**config.mk**
```make
export PLATFORM = sky130hd
export DESIGN_NAME = btn_debounce_latch
export DESIGN_NICKNAME = d
export VERILOG_FILES = /design/src/rtl/btn_debounce_latch_pkg.sv /design/src/rtl/btn_debounce_latch_sync_2ff.sv /design/src/rtl/btn_debounce_latch.sv
export SDC_FILE = /design/constraint.sdc
export NUM_CORES = 1
export LEC_CHECK = 0
export BUFFER_PORTS_ARGS = -buffer_cell sky130_fd_sc_hd__buf_4
export CAP_MARGIN = 30
export CORE_ASPECT_RATIO = 1.25
export CORE_MARGIN = 2
export CORE_UTILIZATION = 40
export DETAILED_ROUTE_END_ITERATION = 8
export SLEW_MARGIN = 20
export SYNTH_ARGS = -nofsm -noshare
export SYNTH_HDL_FRONTEND = slang
export SYNTH_SLANG_ARGS = --single-unit
```
**constraint.sdc**
```tcl
create_clock -name clk -period 3 [get_ports clk]
set_clock_uncertainty 0.15 [all_clocks]
set_input_delay 0.45 -clock clk [delete_from_list [all_inputs] [get_ports clk]]
set_output_delay 0.45 -clock clk [all_outputs]
set_load 0.03 [all_outputs]
```
**src/rtl/btn_debounce_latch_pkg.sv**
```systemverilog
// Shared definitions for the write-button debounce/latch stage.
// Holds the FSM state encoding and the default debounce constants.
// Retune DefDebounceCycles here when the clock rate changes.
package btn_debounce_latch_pkg;

   // 10 ms at 50 MHz
   localparam int unsigned DefDebounceCycles = 500000;
   localparam int unsigned DefCntW           = 24;

   typedef enum logic [1:0] {
      StIdle        = 2'b00,
      StPressWait   = 2'b01,
      StPressed     = 2'b10,
      StReleaseWait = 2'b11
   } state_e;

endpackage

```
**src/rtl/btn_debounce_latch_sync_2ff.sv**
```systemverilog
// Two-flop synchroniser for asynchronous level inputs.
// Ports:
//   clk_i  - destination clock
//   rst_i  - asynchronous active-high reset, clears both stages
//   d_i    - asynchronous input bus (each bit synchronised independently)
//   q_o    - synchronised output, two clk_i edges behind d_i
module sync_2ff #(
   parameter int unsigned Width = 1
) (
   input  logic             clk_i,
   input  logic             rst_i,
   input  logic [Width-1:0] d_i,
   output logic [Width-1:0] q_o
);

   logic [Width-1:0] meta_q;
   logic [Width-1:0] sync_q;

   always_ff @(posedge clk_i or posedge rst_i) begin
      if (rst_i) begin
         meta_q <= '0;
         sync_q <= '0;
      end else begin
         meta_q <= d_i;
         sync_q <= meta_q;
      end
   end

   assign q_o = sync_q;

endmodule

```
**src/rtl/btn_debounce_latch.sv**
```systemverilog
// Write-button debounce and character latch for the LCD text path.
// A press is accepted after DEBOUNCE_CYCLES consecutive high synchronised
// samples; the switch byte is then captured, prell_flag rises and
// press_pulse strobes for one cycle. prell_flag drops only after
// DEBOUNCE_CYCLES consecutive low samples.
// Ports:
//   clk         - system clock
//   reset       - asynchronous active-high reset
//   btn_raw     - raw bouncing write button (async)
//   sw          - character switches (async, quasi-static)
//   data_btn    - character code captured on the accepted press
//   prell_flag  - debounced "button held" level
//   press_pulse - one-cycle strobe on the cycle prell_flag rises
module btn_debounce_latch
   import btn_debounce_latch_pkg::*;
#(
   parameter int unsigned DEBOUNCE_CYCLES = DefDebounceCycles,
   parameter int unsigned CNT_W           = DefCntW
) (
   input  logic       clk,
   input  logic       reset,
   input  logic       btn_raw,
   input  logic [7:0] sw,
   output logic [7:0] data_btn,
   output logic       prell_flag,
   output logic       press_pulse
);

   // The sample that moves IDLE->PRESS_WAIT (or PRESSED->RELEASE_WAIT) is the
   // first stable sample, so the wait state needs DEBOUNCE_CYCLES-1 more and
   // finishes when cnt reaches DEBOUNCE_CYCLES-2. This gives the
   // DEBOUNCE_CYCLES+2 edge latency from a clean input change.
   localparam logic [CNT_W-1:0] LastCnt = CNT_W'(DEBOUNCE_CYCLES - 2);

   logic       btn_s;
   logic [7:0] sw_s;

   state_e           state_q, state_d;
   logic [CNT_W-1:0] cnt_q, cnt_d;
   logic [7:0]       data_q, data_d;
   logic             flag_q, flag_d;
   logic             pulse_q, pulse_d;

   sync_2ff #(.Width(1)) u_sync_btn (
      .clk_i (clk),
      .rst_i (reset),
      .d_i   (btn_raw),
      .q_o   (btn_s)
   );

   sync_2ff #(.Width(8)) u_sync_sw (
      .clk_i (clk),
      .rst_i (reset),
      .d_i   (sw),
      .q_o   (sw_s)
   );

   always_ff @(posedge clk or posedge reset) begin
      if (reset) begin
         state_q <= StIdle;
         cnt_q   <= '0;
         data_q  <= 8'h00;
         flag_q  <= 1'b0;
         pulse_q <= 1'b0;
      end else begin
         state_q <= state_d;
         cnt_q   <= cnt_d;
         data_q  <= data_d;
         flag_q  <= flag_d;
         pulse_q <= pulse_d;
      end
   end

   always_comb begin
      state_d = state_q;
      cnt_d   = cnt_q;
      data_d  = data_q;
      flag_d  = flag_q;
      pulse_d = 1'b0;
      case (state_q)
         StIdle: begin
            if (btn_s) begin
               state_d = StPressWait;
               cnt_d   = '0;
            end
         end
         StPressWait: begin
            if (!btn_s) begin
               state_d = StIdle;
            end else if (cnt_q == LastCnt) begin
               state_d = StPressed;
               data_d  = sw_s;
               flag_d  = 1'b1;
               pulse_d = 1'b1;
            end else begin
               cnt_d = cnt_q + CNT_W'(1);
            end
         end
         StPressed: begin
            if (!btn_s) begin
               state_d = StReleaseWait;
               cnt_d   = '0;
            end
         end
         StReleaseWait: begin
            // A glitch back high returns to PRESSED without a new capture.
            if (btn_s) begin
               state_d = StPressed;
               cnt_d   = '0;
            end else if (cnt_q == LastCnt) begin
               state_d = StIdle;
               flag_d  = 1'b0;
            end else begin
               cnt_d = cnt_q + CNT_W'(1);
            end
         end
         default: state_d = StIdle;
      endcase
   end

   assign data_btn    = data_q;
   assign prell_flag  = flag_q;
   assign press_pulse = pulse_q;

endmodule

```
==> out/metrics.yaml <==
yosysSeqAreaShare: 0.563
place_area_sq_um: 2630
drtIter0Drc: 159
p_sw_uw: 321
synth_edf_count: 0
dieWidth_um: 73.3
cts_tree: "built"
cts.sinks: 54
top_usage_layer: "met2"
layout_commonest_cell: "dfrtp_1"
seq_power_share: 0.574
clkPwrFrac: 0.371
synth_area_leader_cell: "dfrtp_1"
cp_top_family: "simple AND/OR/NAND/NOR gates"
grt_util_met1: 0.230
hold_viol_final: 0
clkTransAtPathRegs_ns: 0.10
final_util: 0.477
die_area_sq_um: 6640
async_flop_share: 1.00
h-tree-depth: 2
hpwl_um: 3370
ys_seq_elements: 54
row_count: 31
status: "finished, final reports clean"
syn_inst: 223
min_path_cells: 1
routed_wirelength_um: 4600
critPathArrivalTime_ns: 2.47
clk_latency_ns: 0.31
initial_core_util: 0.415
globalRouteOverflowTotal: 0
comb_power_share: 0.055
regArea_sq_um: 1350
multiInputGateArea_sq_um: 967
p_sw_frac: 0.236
port_buffers: 20
synth_top_cells_by_area: "dfrtp_1 56%, o21ai_0 3.8%, mux2_2 3.8%"
setup_viol: 0
dp_slack_ns: 0.569
cp_slowest_stage_delay_ns: 0.56
critical_path_class: "flop to flop"
crit_buf_inv: 0
synth_flop_cell: "dfrtp_1"
synth_fp_nets: 236
r2r-end: "data_btn[3]"
wl_per_cell_um: 14.6
required_ns: 3.05
critPathLaunchType: "flop"
worstSetupEndpointType: "flop"
num_antenna_cells: 0
die_y_um: 90.6
grt_max_degree: 21
internal-power_mw: 1.04
io_pins: 21
via_per_inst: 5.40
grt_pass1_wl_um: 8180
antenna_found_initial: 0
grt_pass1_vias: 1669
cp_max_fo: 9
syn_area_sq_um: 2400
num_vias: 1706
synth_top_area_share: 0.563
final_area_sq_um: 2760
leakagePower_nw: 1.20
track_usage: 0.159
fin_crit_sh: 0.809
synthToLayoutAreaGrowth_pct: 14.9
syn_avg_cell_area_sq_um: 10.8
worst_slack_ns: 0.573
ys_warn_count: 0
fillers: 541
core-area_sq_um: 5780
post-route-min-period_ns: 2.43
place_congestion: 0.794
powerDensity_nw_per_um2: 493
cap_violations: 0
crit_path_top_delay_cell: "or4b_1"
synth_cell_types: 42
drtPass1Iterations: 4
drc: 0
max_freq_mhz: 412
met3_usage: 0.0301
hold_class: "primary input to flop"
final_cell_mix: "54 x dfrtp_1, 24 x buf_4, 18 x nand2_1, 18 x o21ai_0, 16 x nor2_1"
postRouteAntennaNets: 0
holdPathEnd: "u_sync_sw.meta_q[1]"
numCtsBuffers: 5
hp-start: "sw[1]"
relSlewSlack: 0.451
vdd_drop_max_mv: 0.264
power_mw: 1.36
nets: 262
cts_setup_buffers: 0
cts.path.max_buffers: 2
grt_setup_unrepaired: "no"
r2r_slack_ns: 0.57
tightest_slew_ns: 0.818
finalSetupTns_ns: 0
final_max_slew_viol_count: 0
use_met2: 0.238
clock_tree.root_cell: "clkbuf_8"
rr_startpoint: "cnt_q[14]"
drive_gt1_frac: 0.188
reg2regPathDepth: 4
crit_chain: "or4b_1 -> or3_4 -> nor3_4 -> mux2_2"
## power by group through the flow
stage	registers [mW]	logic (mW)	clock network (mW)
finish	0.780	0.0746	0.504
global route	0.785	0.0858	0.558
CTS	0.780	0.0764	0.522
detailed placement	0.795	0.0753	0
global placement	0.793	0.0738	0
floorplan	0.784	0.0513	0
## how the worst max path moves through the flow
stage,startpoint,to,slack [ns],depth (start not counted)
finish,cnt_q[14],data_btn[3],0.57,4
global route,cnt_q[14],data_btn[3],0.43,4
CTS,cnt_q[14],data_btn[7],0.55,4
detailed placement,cnt_q[14],data_btn[7],0.57,4
global placement,cnt_q[14],data_btn[7],0.58,4
floorplan,cnt_q[14],data_btn[0],0.69,5
## synthesized netlist by cell type (5+ instances only)
master   instances
dfrtp_1         54
nand4_1         10
nor2_1          16
or3_1            5
mux2_2           8
a21oi_1         10
inv_1           13
o21ai_0         18
nand3_1         12
nand2_1         18
xor2_1           5
## final cells by class
class,count,share of cell area
clock buffers,5,0.0250
clock inverters,3,0.0172
inverters,13,0.0177
multi-input cells,150,0.351
flip-flops and latches,54,0.490
well taps,66,0.0300
repair buffers,25,0.0690
## what timing repair did
action	in CTS	in global routing
gates resized for setup	0	0
endpoints found under the hold margin	18	0
hold buffers	1	0
## cells by family after synthesis
group | synth area share
simple gates | 0.187
flops | 0.563
compound gates | 0.131
buf+inv | 0.0334
xor+xnor | 0.0329
mux | 0.0376
fa+ha+maj | 0.0146
## sequential cells by signal, indices dropped and copies added (netlist names), named ones only
name,flops
u_sync_btn.meta_q,1
u_sync_sw.q_o,8
prell_flag,1
data_btn,8
cnt_q,24
press_pulse,1
state_q,1
u_sync_btn.q_o,1
u_sync_sw.meta_q,8
## through the flow
step,hold WS [ns],cells
6_report,0.0933,316
3_3_place_gp,0.183,307
4_1_cts,0.0802,316
3_5_place_dp,0.186,307
2_1_floorplan,0.181,223
5_1_grt,0.0604,316
## per-layer routing
layer	part of all wire	vias to the layer above	routed length (um)
met5	0	-	0
li1	-	844	-
met1	0.46	834	2100
met2	0.49	23	2260
met3	0.033	5	153
met4	0.018	0	84
Note: power is estimated with default switching activity, not from simulation.
